==> config.mk <==
export PLATFORM = sky130hd
export DESIGN_NAME = dii_packet_rx_flat
export DESIGN_NICKNAME = d
export VERILOG_FILES = /design/src/rtl/dii_pkg.sv /design/src/rtl/dii_packet_rx_if.sv /design/src/rtl/dii_payload_buf.sv /design/src/rtl/dii_packet_rx.sv /design/src/flat_wrapper.sv
export SDC_FILE = /design/constraint.sdc
export NUM_CORES = 1
export LEC_CHECK = 0
export BUFFER_PORTS_ARGS = -buffer_cell sky130_fd_sc_hd__buf_4
export CORE_UTILIZATION = 40
export CTS_BUF_LIST = sky130_fd_sc_hd__clkbuf_16
export DETAILED_ROUTE_END_ITERATION = 12
export PLACE_DENSITY = 0.7
export SKIP_LAST_GASP = 1
export SLEW_MARGIN = 20
export SYNTH_ARGS = -nofsm -noshare
export SYNTH_HDL_FRONTEND = slang
export SYNTH_SLANG_ARGS = --single-unit
==> constraint.sdc <==
create_clock -name clk -period 1.6 [get_ports clk]
set_input_delay 0.08 -clock clk [delete_from_list [all_inputs] [get_ports clk]]
set_output_delay 0.08 -clock clk [all_outputs]
set_load 0.05 [all_outputs]
==> src/rtl/dii_pkg.sv <==
// rtl/dii_pkg.sv - shared types and constants for the debug interconnect flit channel
package dii_pkg;

   // One flit as seen on the channel
   typedef struct packed {
      logic        last;
      logic [15:0] data;
   } dii_flit;

   // Header word positions within a packet
   localparam int HDR_DEST  = 0;
   localparam int HDR_SRC   = 1;
   localparam int HDR_FLAGS = 2;

   // Field positions inside the flags word
   localparam int TYPE_MSB     = 15;
   localparam int TYPE_LSB     = 14;
   localparam int TYPE_SUB_MSB = 13;
   localparam int TYPE_SUB_LSB = 10;

   typedef enum logic [1:0] {
      TYPE_REG   = 2'd0,
      TYPE_PLAIN = 2'd1,
      TYPE_EVENT = 2'd2
   } dii_type_e;

   typedef enum logic [2:0] {
      ST_DEST,
      ST_SRC,
      ST_FLAGS,
      ST_PAYLOAD,
      ST_DROP,
      ST_HOLD
   } rx_state_e;

   // Increment that sticks at 255 instead of wrapping
   function automatic logic [7:0] sat_inc8(input logic [7:0] v);
      return (v == 8'hFF) ? v : v + 8'd1;
   endfunction

endpackage

==> src/rtl/dii_packet_rx_if.sv <==
// rtl/dii_packet_rx_if.sv - flit channel bundle with valid/last/ready handshake
interface dii_packet_rx_if;
   logic        valid;
   logic        last;
   logic [15:0] data;
   logic        ready;

   modport master (output valid, output last, output data, input ready);
   modport slave  (input valid, input last, input data, output ready);
endinterface

==> src/rtl/dii_payload_buf.sv <==
// rtl/dii_payload_buf.sv - write-indexed payload store with length counter and truncate flag
module dii_payload_buf #(
   parameter int MAX_PAYLOAD = 8
) (
   input  logic                     clk,
   input  logic                     rst,
   input  logic                     clear,
   input  logic                     wr_en,
   input  logic [15:0]              wr_data,
   output logic [4:0]               len,
   output logic                     truncated,
   output logic [16*MAX_PAYLOAD-1:0] payload
);

   // Append words at index len; words beyond capacity only raise truncated.
   // clear restarts a packet but leaves old slot contents in place.
   always_ff @(posedge clk) begin
      if (rst) begin
         len       <= 5'd0;
         truncated <= 1'b0;
         payload   <= '0;
      end else if (clear) begin
         len       <= 5'd0;
         truncated <= 1'b0;
      end else if (wr_en) begin
         if (len < 5'(MAX_PAYLOAD)) begin
            for (int i = 0; i < MAX_PAYLOAD; i++) begin
               if (len == 5'(i)) begin
                  payload[16*i +: 16] <= wr_data;
               end
            end
            len <= len + 5'd1;
         end else begin
            truncated <= 1'b1;
         end
      end
   end

endmodule

==> src/rtl/dii_packet_rx.sv <==
// rtl/dii_packet_rx.sv - flit receiver: header parse, dest filter, packet hold until ack
module dii_packet_rx
   import dii_pkg::*;
#(
   parameter int MAX_PAYLOAD = 8,
   parameter int FILTER_DEST = 1
) (
   input  logic                      clk,
   input  logic                      rst,
   input  logic [15:0]               id,
   dii_packet_rx_if.slave            in_if,
   output logic                      pkt_valid,
   input  logic                      pkt_ack,
   output logic [15:0]               pkt_dest,
   output logic [15:0]               pkt_src,
   output logic [1:0]                pkt_type,
   output logic [3:0]                pkt_type_sub,
   output logic [4:0]                pkt_len,
   output logic [16*MAX_PAYLOAD-1:0] pkt_payload,
   output logic                      pkt_truncated,
   output logic [7:0]                drop_count
);

   rx_state_e state;
   logic      in_ready_q;
   dii_flit   flit;
   logic      xfer;

   assign flit        = '{last: in_if.last, data: in_if.data};
   assign in_if.ready = in_ready_q;
   assign xfer        = in_if.valid & in_ready_q;

   dii_payload_buf #(
      .MAX_PAYLOAD(MAX_PAYLOAD)
   ) u_buf (
      .clk      (clk),
      .rst      (rst),
      .clear    (xfer && (state == ST_FLAGS)),
      .wr_en    (xfer && (state == ST_PAYLOAD)),
      .wr_data  (flit.data),
      .len      (pkt_len),
      .truncated(pkt_truncated),
      .payload  (pkt_payload)
   );

   // Packet parser FSM; in_ready and pkt_valid are registered so nothing on the
   // input side feeds straight through to in_ready.
   always_ff @(posedge clk) begin
      if (rst) begin
         state        <= ST_DEST;
         in_ready_q   <= 1'b0;
         pkt_valid    <= 1'b0;
         pkt_dest     <= 16'd0;
         pkt_src      <= 16'd0;
         pkt_type     <= 2'd0;
         pkt_type_sub <= 4'd0;
         drop_count   <= 8'd0;
      end else begin
         in_ready_q <= 1'b1;
         case (state)
            ST_DEST: begin
               if (xfer) begin
                  pkt_dest <= flit.data;
                  if (flit.last) begin
                     drop_count <= sat_inc8(drop_count);
                  end else if ((FILTER_DEST != 0) && (flit.data != id)) begin
                     state <= ST_DROP;
                  end else begin
                     state <= ST_SRC;
                  end
               end
            end
            ST_SRC: begin
               if (xfer) begin
                  pkt_src <= flit.data;
                  if (flit.last) begin
                     drop_count <= sat_inc8(drop_count);
                     state      <= ST_DEST;
                  end else begin
                     state <= ST_FLAGS;
                  end
               end
            end
            ST_FLAGS: begin
               if (xfer) begin
                  pkt_type     <= flit.data[TYPE_MSB:TYPE_LSB];
                  pkt_type_sub <= flit.data[TYPE_SUB_MSB:TYPE_SUB_LSB];
                  if (flit.last) begin
                     state      <= ST_HOLD;
                     in_ready_q <= 1'b0;
                     pkt_valid  <= 1'b1;
                  end else begin
                     state <= ST_PAYLOAD;
                  end
               end
            end
            ST_PAYLOAD: begin
               if (xfer && flit.last) begin
                  state      <= ST_HOLD;
                  in_ready_q <= 1'b0;
                  pkt_valid  <= 1'b1;
               end
            end
            ST_DROP: begin
               if (xfer && flit.last) begin
                  drop_count <= sat_inc8(drop_count);
                  state      <= ST_DEST;
               end
            end
            ST_HOLD: begin
               if (pkt_ack) begin
                  state     <= ST_DEST;
                  pkt_valid <= 1'b0;
               end else begin
                  in_ready_q <= 1'b0;
               end
            end
            default: begin
               state     <= ST_DEST;
               pkt_valid <= 1'b0;
            end
         endcase
      end
   end

endmodule

==> src/flat_wrapper.sv <==
// flat-port wrapper written by rule: the top's interface ports become plain ports
module dii_packet_rx_flat import dii_pkg::*;
#(
   parameter int MAX_PAYLOAD = 8,
   parameter int FILTER_DEST = 1
)
  (clk, rst, id, pkt_valid, pkt_ack, pkt_dest, pkt_src, pkt_type, pkt_type_sub, pkt_len, pkt_payload, pkt_truncated, drop_count, in_if_valid, in_if_last, in_if_data, in_if_ready);
  dii_packet_rx_if in_if_i ();
  input  logic clk;
  input  logic rst;
  input  logic [15:0] id;
  output logic pkt_valid;
  input  logic pkt_ack;
  output logic [15:0] pkt_dest;
  output logic [15:0] pkt_src;
  output logic [1:0] pkt_type;
  output logic [3:0] pkt_type_sub;
  output logic [4:0] pkt_len;
  output logic [16*MAX_PAYLOAD-1:0] pkt_payload;
  output logic pkt_truncated;
  output logic [7:0] drop_count;
  input wire logic [$bits(in_if_i.valid)-1:0] in_if_valid;
  input wire logic [$bits(in_if_i.last)-1:0] in_if_last;
  input wire logic [$bits(in_if_i.data)-1:0] in_if_data;
  output wire logic [$bits(in_if_i.ready)-1:0] in_if_ready;
  assign in_if_i.valid = in_if_valid;
  assign in_if_i.last = in_if_last;
  assign in_if_i.data = in_if_data;
  assign in_if_ready = in_if_i.ready;
  dii_packet_rx #(.MAX_PAYLOAD(MAX_PAYLOAD), .FILTER_DEST(FILTER_DEST)) u_core (.clk(clk), .rst(rst), .id(id), .in_if(in_if_i), .pkt_valid(pkt_valid), .pkt_ack(pkt_ack), .pkt_dest(pkt_dest), .pkt_src(pkt_src), .pkt_type(pkt_type), .pkt_type_sub(pkt_type_sub), .pkt_len(pkt_len), .pkt_payload(pkt_payload), .pkt_truncated(pkt_truncated), .drop_count(drop_count));
endmodule
==> results.json <==
{
  "setup_violations": 0,
  "vdd_drop_max_v": 0.000952,
  "cts_buffer_depth": 2,
  "p_leak_nw": 5.30,
  "drive_gt1_frac": 0.332,
  "post-synth-top-count-cell": "dfxtp_1",
  "syn_area_per_cell_um2": 10.2,
  "startpoint": "u_core.state[0]",
  "grt_remaining_overflow": 0,
  "met2_usage": 0.367,
  "timing.slew.headroom": 0.726,
  "grt_max_degree": 61,
  "path_delay_family": "simple AND/OR/NAND/NOR gates",
  "worstPathRequired_ns": 1.91,
  "holdWs_ns": 0.0189,
  "route.vias.total": 5815,
  "maxSlewViolCount": 0,
  "diodes": 0,
  "synth_flop_cell": "dfxtp_1",
  "cts_num_sinks": 185,
  "crit_path_end_kind": "register",
  "fmax_mhz": 662,
  "fp.dieW_um": 136,
  "dp_slack_ns": 0.113,
  "path_cells": "and3_1 > buf_12 > nand4_4 > buf_12 > mux2i_1 > nor2_1",
  "vias_per_cell": 4.98,
  "maxCapViolations": 0,
  "ys_seq_area_frac": 0.512,
  "clkTransAtPathRegs_ns": 0.08,
  "synth_fp_nets": 754,
  "async_flop_share": 0,
  "drt_iter0_markers": 304,
  "crit_path_top_delay_cell": "dfxtp_1",
  "use_met3": 0.0727,
  "cp_common_cell": "buf_12",
  "fillers": 1531,
  "clock_skew_ns": 0.00906,
  "area_delta_synth_final_pct": 37.4,
  "cp.arrival_ns": 1.82,
  "synth_edf_count": 0,
  "root_buffer": "clkbuf_16",
  "r2r_slack_ns": 0.09,
  "min_path_type": "in -> reg",
  "place.gp.congestion": 0.834,
  "antenna_left": 0,
  "dr.pass1.iters": 5,
  "cp_max_fo": 15,
  "portBuffers": 218,
  "cts_tree": "built",
  "crit_path_start_kind": "register",
  "period_share": 0.945,
  "power.density_nw_per_um2": 951,
  "fin_tns_setup_ns": 0,
  "r2r_start": "u_core.state[0]",
  "worst_pin_slew_ns": 0.411,
  "ys_ff_latch": 185,
  "rsz0062_at_grt": "false",
  "grt_first_pass_wirelength_um": 31000,
  "num_rows": 48,
  "final_util": 0.569,
  "yosys_warnings": 0,
  "fin_nets": 972,
  "yosysTopAreaCell": "dfxtp_1",
  "route.detailed.drc": 0,
  "htree_levels": 4,
  "path_buf_inv": 2,
  "track_usage": 0.226,
  "netlist_instances": 712,
  "dp_hpwl_um": 14300,
  "synth_cell_types": 45,
  "min_from": "in_if_data[13]",
  "critPathKind": "reg -> reg",
  "grt_pass1_vias": 5313,
  "period_needed_ns": 1.51,
  "wl_per_cell_um": 17.8,
  "clock_latency_ns": 0.43,
  "synth.top_cells.by_count": "dfxtp_1, nor2_1, mux2i_1, nand2_1, clkbuf_1",
  "grt_antenna_before_repair": 0,
  "timing.final.ws_setup_ns": 0.0886,
  "netlist.area_leader.share": 0.512,
  "synth_area_leaders": "dfxtp_1, mux2i_1, nor2_1",
  "hold_viol_final": 0,
  "core_um2": 17500,
  "cts_buffers": 17,
  "pin_count": 219,
  "max_stage_delay_ns": 0.39,
  "grtUsageMet1": 0.281,
  "synthesis.area_um2": 7230,
  "routed_wl_um": 20800,
  "status": "finished clean",
  "die-area_um2": 18600,
  "top_usage_layer": "met2",
  "start_util": 0.414,
  "die_y_um": 136
}
-- worst min-delay path, delay by kind of cell --
kind            cells  cell delay (ns)
buf+inv             1             0.18
simple gates        1             0.08
compound gates      1             0.05
-- registers in the layout, summed over array words and instances (netlist names), 2 cells and up --
signal                cells
u_core.u_buf.payload    128
u_core.pkt_src           16
u_core.u_buf.len          5
u_core.pkt_dest          16
u_core.pkt_type_sub       4
u_core.state              3
u_core.pkt_type           2
u_core.drop_count         8
-- through the flow --
step / cells / instance area, um2 / power [mW]
after floorplan: 712 / 7280 / 5.04
after global placement: 1129 / 9270 / 5.28
after detailed placement: 1129 / 9270 / 5.29
after CTS: 1166 / 9920 / 9.55
after global routing: 1168 / 9940 / 9.75
final: 1168 / 9940 / 9.46
-- path summary, 6_finish.rpt --
check	endpoint	depth (start not counted)
hold reg to reg	u_core.pkt_src[3]	2
setup reg to reg	u_core.u_buf.payload[36]	6
hold / removal	u_core.pkt_src[13]	3
setup / recovery	u_core.u_buf.payload[36]	6
-- logic make-up after synthesis --
| logic type | Yosys count | synth area share |
|---|---|---|
| muxes | 155 | 0.215 |
| buffers and inverters | 63 | 0.0477 |
| adders and majority gates | 5 | 0.00865 |
| xor gates and xnor gates | 20 | 0.0242 |
| DFF | 185 | 0.512 |
| and+or+nand+nor | 248 | 0.162 |
| AOI/OAI and AO/OA | 36 | 0.0306 |
-- placed cells by master, fill, tap and decap left out, types with 6 or more instances in the layout --
cell type  netlist  layout
xor2_1          19      19
dfxtp_1        185     172
inv_1            5       6
clkbuf_16        0      17
mux2i_1        154     154
buf_12           0      14
a21oi_1         22      22
buf_4            3     238
nor2_1         168     168
dfxtp_2          0       8
nand4_4          8       8
nand2_1         37      37
-- power by group --
part           switching, mW  internal (mW)
logic                  0.362          0.186
clock network           1.92           2.35
registers             0.0188           4.62
total                   2.31           7.15
-- layer usage --
metal | share of wire | up-vias
met1 | 0.43 | 2790
met4 | 0.013 | 0
met5 | 0 | -
li1 | - | 2817
met3 | 0.074 | 19
met2 | 0.48 | 189
-- cell type report --
cell class / count / area [um2] / share of cell area
flip-flops and latches: 185 / 3730 / 0.375
multi-input cells: 464 / 3200 / 0.322
repair buffers: 257 / 2120 / 0.213
clock buffers: 17 / 425 / 0.0428
well taps: 225 / 282 / 0.0283
clock inverters: 15 / 170 / 0.0171
inverters: 5 / 18.8 / 0.00189
-- timing repair --
item | in CTS | in global routing
setup buffers | 0 | 2
hold buffers | 5 | 0
setup endpoints to repair | 0 | 4
endpoints found under the hold margin | 5 | 0
resized for setup | 0 | 2
(Power assumes the default switching activity.)
